File: src/rtl/mem_access_unit.sv
`default_nettype none
// ============================================================================
// Module      : mem_access_unit
// Description : Load/store engine with req/ack bus handshake, byte lanes,
//               read-modify-write byte stores, misalignment and bus timeout.
// Revision    : 1.0 - initial release
// ============================================================================
module mem_access_unit #(
    parameter int DATA_W  = 16,
    parameter int ADDR_W  = 16,
    parameter int TIMEOUT = 15
) (
    input  logic              clock,
    input  logic              rst,
    input  logic              start,
    input  logic              we,
    input  logic              byte_mode,
    input  logic              sext,
    input  logic [ADDR_W-1:0] addr,
    input  logic [DATA_W-1:0] wdata,
    output logic              busy,
    output logic              done,
    output logic              err,
    output logic [DATA_W-1:0] rdata,
    output logic              mem_req,
    output logic              mem_we,
    output logic [ADDR_W-1:0] mem_addr,
    output logic [DATA_W-1:0] mem_wdata,
    input  logic              mem_ack,
    input  logic [DATA_W-1:0] mem_rdata
);

    localparam int c_LANES  = DATA_W / 8;
    localparam int c_LANE_W = (c_LANES > 1) ? $clog2(c_LANES) : 1;
    localparam int c_CNT_W  = (TIMEOUT > 2) ? $clog2(TIMEOUT) : 1;
    localparam logic [c_CNT_W-1:0] c_WAIT_LAST = c_CNT_W'((TIMEOUT > 0) ? TIMEOUT - 1 : 0);

    localparam logic [1:0] c_ST_IDLE = 2'd0;
    localparam logic [1:0] c_ST_RD   = 2'd1;
    localparam logic [1:0] c_ST_WR   = 2'd2;
    localparam logic [1:0] c_ST_DONE = 2'd3;

    logic [1:0]          r_state;
    logic                r_we;
    logic                r_byte;
    logic                r_sext;
    logic [ADDR_W-1:0]   r_addr;
    logic [DATA_W-1:0]   r_wbuf;
    logic [DATA_W-1:0]   r_rdata;
    logic                r_err;
    logic [c_CNT_W-1:0]  r_wait;

    logic [c_LANE_W-1:0] w_lane;
    logic [c_LANE_W-1:0] w_in_lane;
    logic [7:0]          w_rd_byte;
    logic [DATA_W-1:0]   w_merged;
    logic [DATA_W-1:0]   w_ext;
    logic                w_timeout;

    assign w_lane    = r_addr[c_LANE_W-1:0];
    assign w_in_lane = addr[c_LANE_W-1:0];

    // Lane extraction for byte loads and lane merge for byte stores
    always_comb begin
        w_rd_byte = '0;
        w_merged  = mem_rdata;
        for (int k = 0; k < c_LANES; k++) begin
            if (w_lane == c_LANE_W'(k)) begin
                w_rd_byte          = mem_rdata[8*k +: 8];
                w_merged[8*k +: 8] = r_wbuf[7:0];
            end
        end
    end

    assign w_ext     = {{(DATA_W-8){r_sext & w_rd_byte[7]}}, w_rd_byte};
    assign w_timeout = (TIMEOUT > 0) && (r_wait == c_WAIT_LAST) && !mem_ack;

    always_ff @(posedge clock or negedge rst) begin
        if (!rst) begin
            r_state <= c_ST_IDLE;
            r_we    <= 1'b0;
            r_byte  <= 1'b0;
            r_sext  <= 1'b0;
            r_addr  <= '0;
            r_wbuf  <= '0;
            r_rdata <= '0;
            r_err   <= 1'b0;
            r_wait  <= '0;
        end else begin
            case (r_state)
                c_ST_IDLE: begin
                    if (start) begin
                        r_we   <= we;
                        r_byte <= byte_mode;
                        r_sext <= sext;
                        r_addr <= addr;
                        r_wbuf <= wdata;
                        r_wait <= '0;
                        if (!byte_mode && (w_in_lane != '0)) begin
                            r_err   <= 1'b1;
                            r_state <= c_ST_DONE;
                        end else if (!we || byte_mode) begin
                            r_state <= c_ST_RD;
                        end else begin
                            r_state <= c_ST_WR;
                        end
                    end
                end
                c_ST_RD: begin
                    if (mem_ack) begin
                        r_wait <= '0;
                        if (r_we) begin
                            r_wbuf  <= w_merged;
                            r_state <= c_ST_WR;
                        end else begin
                            r_rdata <= r_byte ? w_ext : mem_rdata;
                            r_state <= c_ST_DONE;
                        end
                    end else if (w_timeout) begin
                        r_err   <= 1'b1;
                        r_state <= c_ST_DONE;
                    end else begin
                        r_wait <= r_wait + c_CNT_W'(1);
                    end
                end
                c_ST_WR: begin
                    if (mem_ack) begin
                        r_state <= c_ST_DONE;
                    end else if (w_timeout) begin
                        r_err   <= 1'b1;
                        r_state <= c_ST_DONE;
                    end else begin
                        r_wait <= r_wait + c_CNT_W'(1);
                    end
                end
                c_ST_DONE: begin
                    r_err   <= 1'b0;
                    r_state <= c_ST_IDLE;
                end
                default: r_state <= c_ST_IDLE;
            endcase
        end
    end

    assign busy      = (r_state != c_ST_IDLE);
    assign done      = (r_state == c_ST_DONE);
    assign err       = r_err;
    assign rdata     = r_rdata;
    assign mem_req   = (r_state == c_ST_RD) || (r_state == c_ST_WR);
    assign mem_we    = (r_state == c_ST_WR);
    assign mem_addr  = r_addr >> c_LANE_W;
    assign mem_wdata = r_wbuf;

endmodule
`default_nettype wire

File: config.mk
export PLATFORM = sky130hd
export DESIGN_NAME = mem_access_unit
export DESIGN_NICKNAME = d
export VERILOG_FILES = /design/src/rtl/mem_access_unit.sv
export SDC_FILE = /design/constraint.sdc
export NUM_CORES = 1
export LEC_CHECK = 0
export BUFFER_PORTS_ARGS = -buffer_cell sky130_fd_sc_hd__clkbuf_2
export CAP_MARGIN = 20
export CORE_UTILIZATION = 53
export CTS_CLUSTER_DIAMETER = 150
export DETAILED_ROUTE_END_ITERATION = 12
export GPL_ROUTABILITY_DRIVEN = 1
export GPL_TIMING_DRIVEN = 0
export PLACE_DENSITY = 0.85
export SYNTH_ARGS = -nofsm -noshare
export SYNTH_HDL_FRONTEND = slang
export SYNTH_SLANG_ARGS = --single-unit
export TNS_END_PERCENT = 10
File: constraint.sdc
create_clock -name clock -period 4.7 [get_ports clock]
set_input_delay 0.235 -clock clock [delete_from_list [all_inputs] [get_ports clock]]
set_output_delay 0.235 -clock clock [all_outputs]
set_load 0.01 [all_outputs]
==> flow_summary.ini, run 1 <==
[synthesis]
synth_area_leaders = dfrtp_1 (50%), mux2_2 (10%), mux2i_1 (8.9%)
syn_area_mm2 = 0.002930
synth-xor-area-share_pct = 0
synth_top_family_by_area = multiplexers
synth_area_per_cell_um2 = 10.97
synth_adder_area_share_pct = 2.989
async_reset_ff_share_pct = 100.0
yosysSeqAreaShare_pct = 49.53
synth_cell_types = 33
synth_top_area_share_pct = 49.53
synthesis.nets = 329
synth.area.mux_share_pct = 19.73
synth_edf_count = 0
synth_top_flop_cell = dfrtp_1
synth_seq_cells = 58
synth_top_cell_by_area = dfrtp_1
synth_warnings = 0
synth_compound_area_share_pct = 13.15
synthCells = 267
synth-simple-area-share_pct = 7.515

[place]
place.gp.congestion = 0.8438
hpwl_um = 5070
pre_cts_ws_ns = 2.940
placed_area_mm2 = 0.003551
numPortBuffers = 106
place_inst = 443

[global_route]
overflow = 0
antenna_found_initial = 0
grt_max_degree = 59
grt_pass1_vias = 2356
grt_pass1_wl_um = 11010
track_usage_pct = 24.39

[drt]
wirelength_um = 6792
vias = 2447
ant_nets = 0
detail_route.first_pass.iterations = 4
avgRoutedWirePerCell_um = 14.80
drc = 0
first_iter_violations = 128
vias_per_cell = 5.331

[clock_network]
cts.sinks = 58
htreeDepth = 3
post-cts-setup-buffers = 0
cts_tree = built
insertion_delay_ns = 0.33
clk_pin_slew_ns = 0.07
cts_hold_buf = 0
root_buffer = clkbuf_8
clock_path_buffers = 2
cts_buffers = 9
cts_resized = 0

[layout]
final_area_mm2 = 0.003722
fillers = 404
nNetsFinal = 446
syn2layout_area_growth_pct = 27.03
antenna-diode-count = 0
drive_gt1_share_pct = 46.53
instances_no_fill = 459

[die]
die_w_um = 76.36
start_util_pct = 56.30
die_y_um = 76.36
ios = 108
num_rows = 26
die-area_mm2 = 0.005830
fp.coreArea_mm2 = 0.005205

[setup_path]
reg2reg_slack_ns = 2.90
critPathRequiredTime_ns = 4.91
setup.worst_path.end_class = flop
critPathKind = reg -> reg
start_kind = flop
worst_ep_arrival_time_ns = 2.01
critPathMaxFanout = 10

[power_and_ir_drop]
ir_worst_vdd_v = 0.0004089
p_int_uw = 1591
power_density_mw_per_mm2 = 702.3
pwr-share-seq_pct = 33.6
power_frac_clock_pct = 15.1
power_switching_uw = 1023
p_comb_share_pct = 51.2
leakagePower_uw = 0.001910
swShare_pct = 39.13

[timing]
relSlewSlack_pct = 47.81
tns_ns = 0
drv_slew = 0
setup_violations = 0
max_freq_mhz = 555.9
finalWorstSetupSlack_ns = 2.901
hold_violations = 0
timing.final.crit_share_pct = 38.28
rsz0062_at_grt = no
period_minus_slack_ns = 1.799
clock_skew_ns = 0.005962
worstMarginPinSlew_ns = 0.7829

[min_path]
min_path_type = in -> async

[run_status]
outcome = finished clean

[run]
maxCapViolations = 0
==> cells in the final DEF (no fill, tap or decap), drive strengths merged, types with 2 or more instances in the layout <==
| master | instances |
|---|---|
| clkinvlp | 2 |
| a31o | 2 |
| nand2 | 21 |
| a211oi | 2 |
| clkinv | 3 |
| nand3 | 2 |
| a21oi | 34 |
| nor2 | 21 |
| mux2 | 27 |
| mux2i | 27 |
| o21ai | 20 |
| nor3 | 2 |
| inv | 7 |
| clkbuf | 120 |
| a31oi | 2 |
| nor2b | 2 |
| dfrtp | 58 |
| o22a | 2 |
| buf | 23 |
| ha | 7 |
==> area by class of cell <==
cell class | count | area [um2] | area share [%]
Buffer | 26 | 177.7 | 4.773
Sequential cell | 58 | 1451 | 38.99
Inverter | 7 | 26.28 | 0.7059
Multi-Input combinational cell | 176 | 1275 | 34.25
Timing Repair Buffer | 106 | 533.0 | 14.32
Clock inverter | 5 | 30.03 | 0.8067
Clock buffer | 11 | 141.4 | 3.798
Tap cell | 70 | 87.58 | 2.353
==> metrics by stage <==
step           power, uW  util [%]  hold slack [ns]
2_1_floorplan       1800         -         -0.06059
3_3_place_gp        2178     68.17           0.4608
3_5_place_dp        2226     68.22           0.3845
4_1_cts             2629     71.51          0.02928
5_1_grt             2789     71.51          0.08366
6_report            2614     71.51          0.01135
==> per-layer routing <==
layer / GRT usage [%] / wire, um / share of wire [%] / up-vias
met4: 11.35 / 125 / 1.8 / 0
met1: 29.71 / 2874 / 42 / 1175
met5: 0 / 0 / 0 / -
met3: 3.952 / 411 / 6.1 / 17
li1: - / - / - / 1146
met2: 42.25 / 3381 / 50 / 109
==> state kept, by name, indices dropped and copies added (netlist names) <==
| signal | flops |
|---|---|
| r_we | 1 |
| r_state | 2 |
| err | 1 |
| r_addr | 16 |
| r_sext | 1 |
| r_byte | 1 |
| rdata | 16 |
| r_wait | 4 |
| mem_wdata | 16 |
==> final timing paths <==
path | start | endpoint | cells past startpoint
worst max-delay path | r_state[1]$_DFFE_PN0P_ | mem_wdata[6]$_DFFE_PN0P_ | 6
worst min-delay path | rst | rdata[0]$_DFFE_PN0P_ | 1
worst max register to register | r_state[1]$_DFFE_PN0P_ | mem_wdata[6]$_DFFE_PN0P_ | 6
worst min register to register | rdata[7]$_DFFE_PN0P_ | rdata[7]$_DFFE_PN0P_ | 2
max in group asynchronous | rst | r_wait[2]$_DFFE_PN0P_ | 1
min in group clock | addr[6] | r_addr[6]$_DFFE_PN0P_ | 2
==> worst max-delay path, stage by stage (launching register included) <==
cell,delay [ns]
dfrtp_1,0.41
inv_1,0.11
ha_1,0.25
buf_4,0.23
buf_4,0.24
mux2i_1,0.33
a21oi_2,0.09
==> power groups by stage <==
stage                     clock (uW)  sequential (uW)  combinational, uW
after global routing             423              909               1460
after detailed placement           0              887               1340
after floorplan                    0              923                877
final                            396              879               1340
after CTS                        405              877               1350
after global placement             0              872               1310
==> Yosys cell counts, types with 2 or more instances <==
master     n
a21oi_1   30
a21oi_2    2
a21oi_4    2
a31o_2     2
a31oi_1    2
buf_2      4
buf_4     18
clkbuf_1   3
dfrtp_1   58
ha_1       7
inv_1      7
mux2_2    26
mux2i_1   26
nand2_1   19
nand2_2    2
nor2_1    21
nor2b_1    2
nor3_1     2
o21ai_0   17
o21ai_1    3
o22a_1     2
==> cells by family after synthesis <==
kind of cell	count (synthesis)
AOI/OAI and AO/OA	63
adders and majority gates	7
DFF	58
and+or+nand+nor	51
buffers and inverters	33
muxes	54
other	1
Power figures use the tool's default switching activity.
==> inputs of run 2 (changes only) <==
CORE_UTILIZATION = 45   (was 53)
PLACE_DENSITY = 0.77   (was 0.85)
clock period = 1.45 ns   (was 4.7 ns; I/O delays follow)
==> flow_summary.ini, run 2 (same netlist as run 1, synthesis figures left out) <==
[drt]
wirelength_um = 7371
ant_nets = 0
vias = 2559
first_iter_violations = 115
vias_per_cell = 5.201
detail_route.first_pass.iterations = 6
drc = 0
avgRoutedWirePerCell_um = 14.98

[timing]
hold_violations = 0
clock_skew_ns = 0.008441
timing.final.crit_share_pct = 111.4
drv_slew = 0
max_freq_mhz = 618.9
relSlewSlack_pct = 46.77
rsz0062_at_grt = yes
tns_ns = -2.578
period_minus_slack_ns = 1.616
worstMarginPinSlew_ns = 0.7984
setup_violations = 21
finalWorstSetupSlack_ns = -0.1658

[power_and_ir_drop]
swShare_pct = 37.26
p_comb_share_pct = 53.3
ir_worst_vdd_v = 0.001378
power_switching_uw = 3644
p_int_uw = 6136
power_frac_clock_pct = 16.8
power_density_mw_per_mm2 = 2323
pwr-share-seq_pct = 29.8
leakagePower_uw = 0.002095

[clock_network]
root_buffer = clkbuf_8
cts.sinks = 58
insertion_delay_ns = 0.33
cts_buffers = 9
clock_path_buffers = 2
cts_tree = built
htreeDepth = 3
clk_pin_slew_ns = 0.07

[layout]
nNetsFinal = 472
fillers = 501
instances_no_fill = 492
syn2layout_area_growth_pct = 43.68
antenna-diode-count = 0
final_common_cell = clkbuf_2
final_area_mm2 = 0.004210
drive_gt1_share_pct = 52.53
mostFrequentLayoutCells = clkbuf_2 (105), dfrtp_1 (57), mux2i_1 (26)
fin_util_pct = 66.69

[place]
hpwl_um = 5117
numPortBuffers = 106
pre_cts_ws_ns = -0.2524
placed_area_mm2 = 0.003607
place.gp.congestion = 0.9161
place_inst = 450

[setup_path]
cp_top_family = multiplexers
cp.buffers_inverters = 2
critPathKind = reg -> reg
max_stage_delay_ns = 0.44
worst_ep_arrival_time_ns = 1.83
start_kind = flop
critical_path.cell_chain = inv_4 > ha_4 > mux2i_4 > a21oi_4 > buf_12 > mux2_2
critPathRequiredTime_ns = 1.66
critPathMaxFanout = 8
critPathSlowestCell = dfrtp_2
setup.worst_path.end_class = flop

[global_route]
antenna_found_initial = 0
grt_max_degree = 59
overflow = 0
grt_pass1_vias = 2359
grt_pass1_wl_um = 10880
track_usage_pct = 21.64

[run]
maxCapViolations = 0

[die]
fp.coreArea_mm2 = 0.006314
die_y_um = 82.70
die-area_mm2 = 0.006838
start_util_pct = 46.41
die_w_um = 82.70
ios = 108
num_rows = 29

[min_path]
min_path_type = in -> reg

[run_status]
outcome = finished, violations left
violations = setup timing
==> run 2: changes by cell type in the layout (fill, tap and decap cells not counted), sizes merged <==
cell	delta
buf	+11
bufinv	+2
clkbuf	-2
clkinv	-1
clkinvlp	-1
dlygate4sd3	+17
==> run 2: worst paths after layout <==
| check | endpoint | startpoint | cells after the start | slack, ns |
|---|---|---|---|---|
| max | mem_wdata[10]$_DFFE_PN0P_ | r_state[0]$_DFFE_PN0P_ | 6 | -0.17 |
| min | r_we$_DFFE_PN0P_ | we | 2 | 0.03 |
| max reg2reg | mem_wdata[10]$_DFFE_PN0P_ | r_state[0]$_DFFE_PN0P_ | 6 | -0.17 |
| min reg2reg | rdata[2]$_DFFE_PN0P_ | rdata[2]$_DFFE_PN0P_ | 2 | 0.49 |
| max in group asynchronous | r_state[0]$_DFFE_PN0P_ | rst | 2 | 0.48 |
| min in group asynchronous | r_addr[4]$_DFFE_PN0P_ | rst | 2 | 0.42 |
==> run 2: timing repair <==
| item | in CTS | in global routing |
|---|---|---|
| setup buffers | 5 | 5 |
| hold buffers | 17 | 0 |
| endpoints found under the hold margin | 74 | 0 |
| setup endpoints to repair | 57 | 58 |
| pin swaps | 2 | 4 |
| gates resized for setup | 15 | 25 |
==> run 2: metal layers <==
metal	part of all wire, %	global-route usage, %
met3	7.0	5.934
met2	50	36.72
met4	1.3	8.276
met1	42	26.01
met5	0	0
==> run 2: power groups by stage <==
stage	Sequential (uW)	Clock [uW]	Combinational (uW)
2_1_floorplan	3000	0	2990
3_3_place_gp	2840	0	4400
3_5_place_dp	2890	0	4500
4_1_cts	2870	1690	4890
5_1_grt	3010	1750	5700
6_report	2910	1650	5220
==> run 2: through the flow <==
step / power, uW / hold WS (ns)
2_1_floorplan: 5992 / -0.2231
3_3_place_gp: 7240 / 0.3044
3_5_place_dp: 7384 / 0.2385
4_1_cts: 9447 / 0.009611
5_1_grt: 10460 / 0.02385
6_report: 9781 / 0.03378
==> run 2: layout make-up <==
class	instances	area, um2	share of cell area, %
repair buffers	132	799.5	18.99
plain buffers	26	206.4	4.903
well taps	77	96.34	2.288
clock buffers	11	141.4	3.358
flip-flops and latches	58	1453	34.50
clock inverters	5	77.57	1.842
inverters	7	28.78	0.6835
multi-input cells	176	1408	33.43
==> run 2: worst register-to-register path, stage by stage, from the launching register on <==
cell,delay [ns]
dfrtp_2,0.44
inv_4,0.06
ha_4,0.18
mux2i_4,0.20
a21oi_4,0.15
buf_12,0.14
mux2_2,0.33
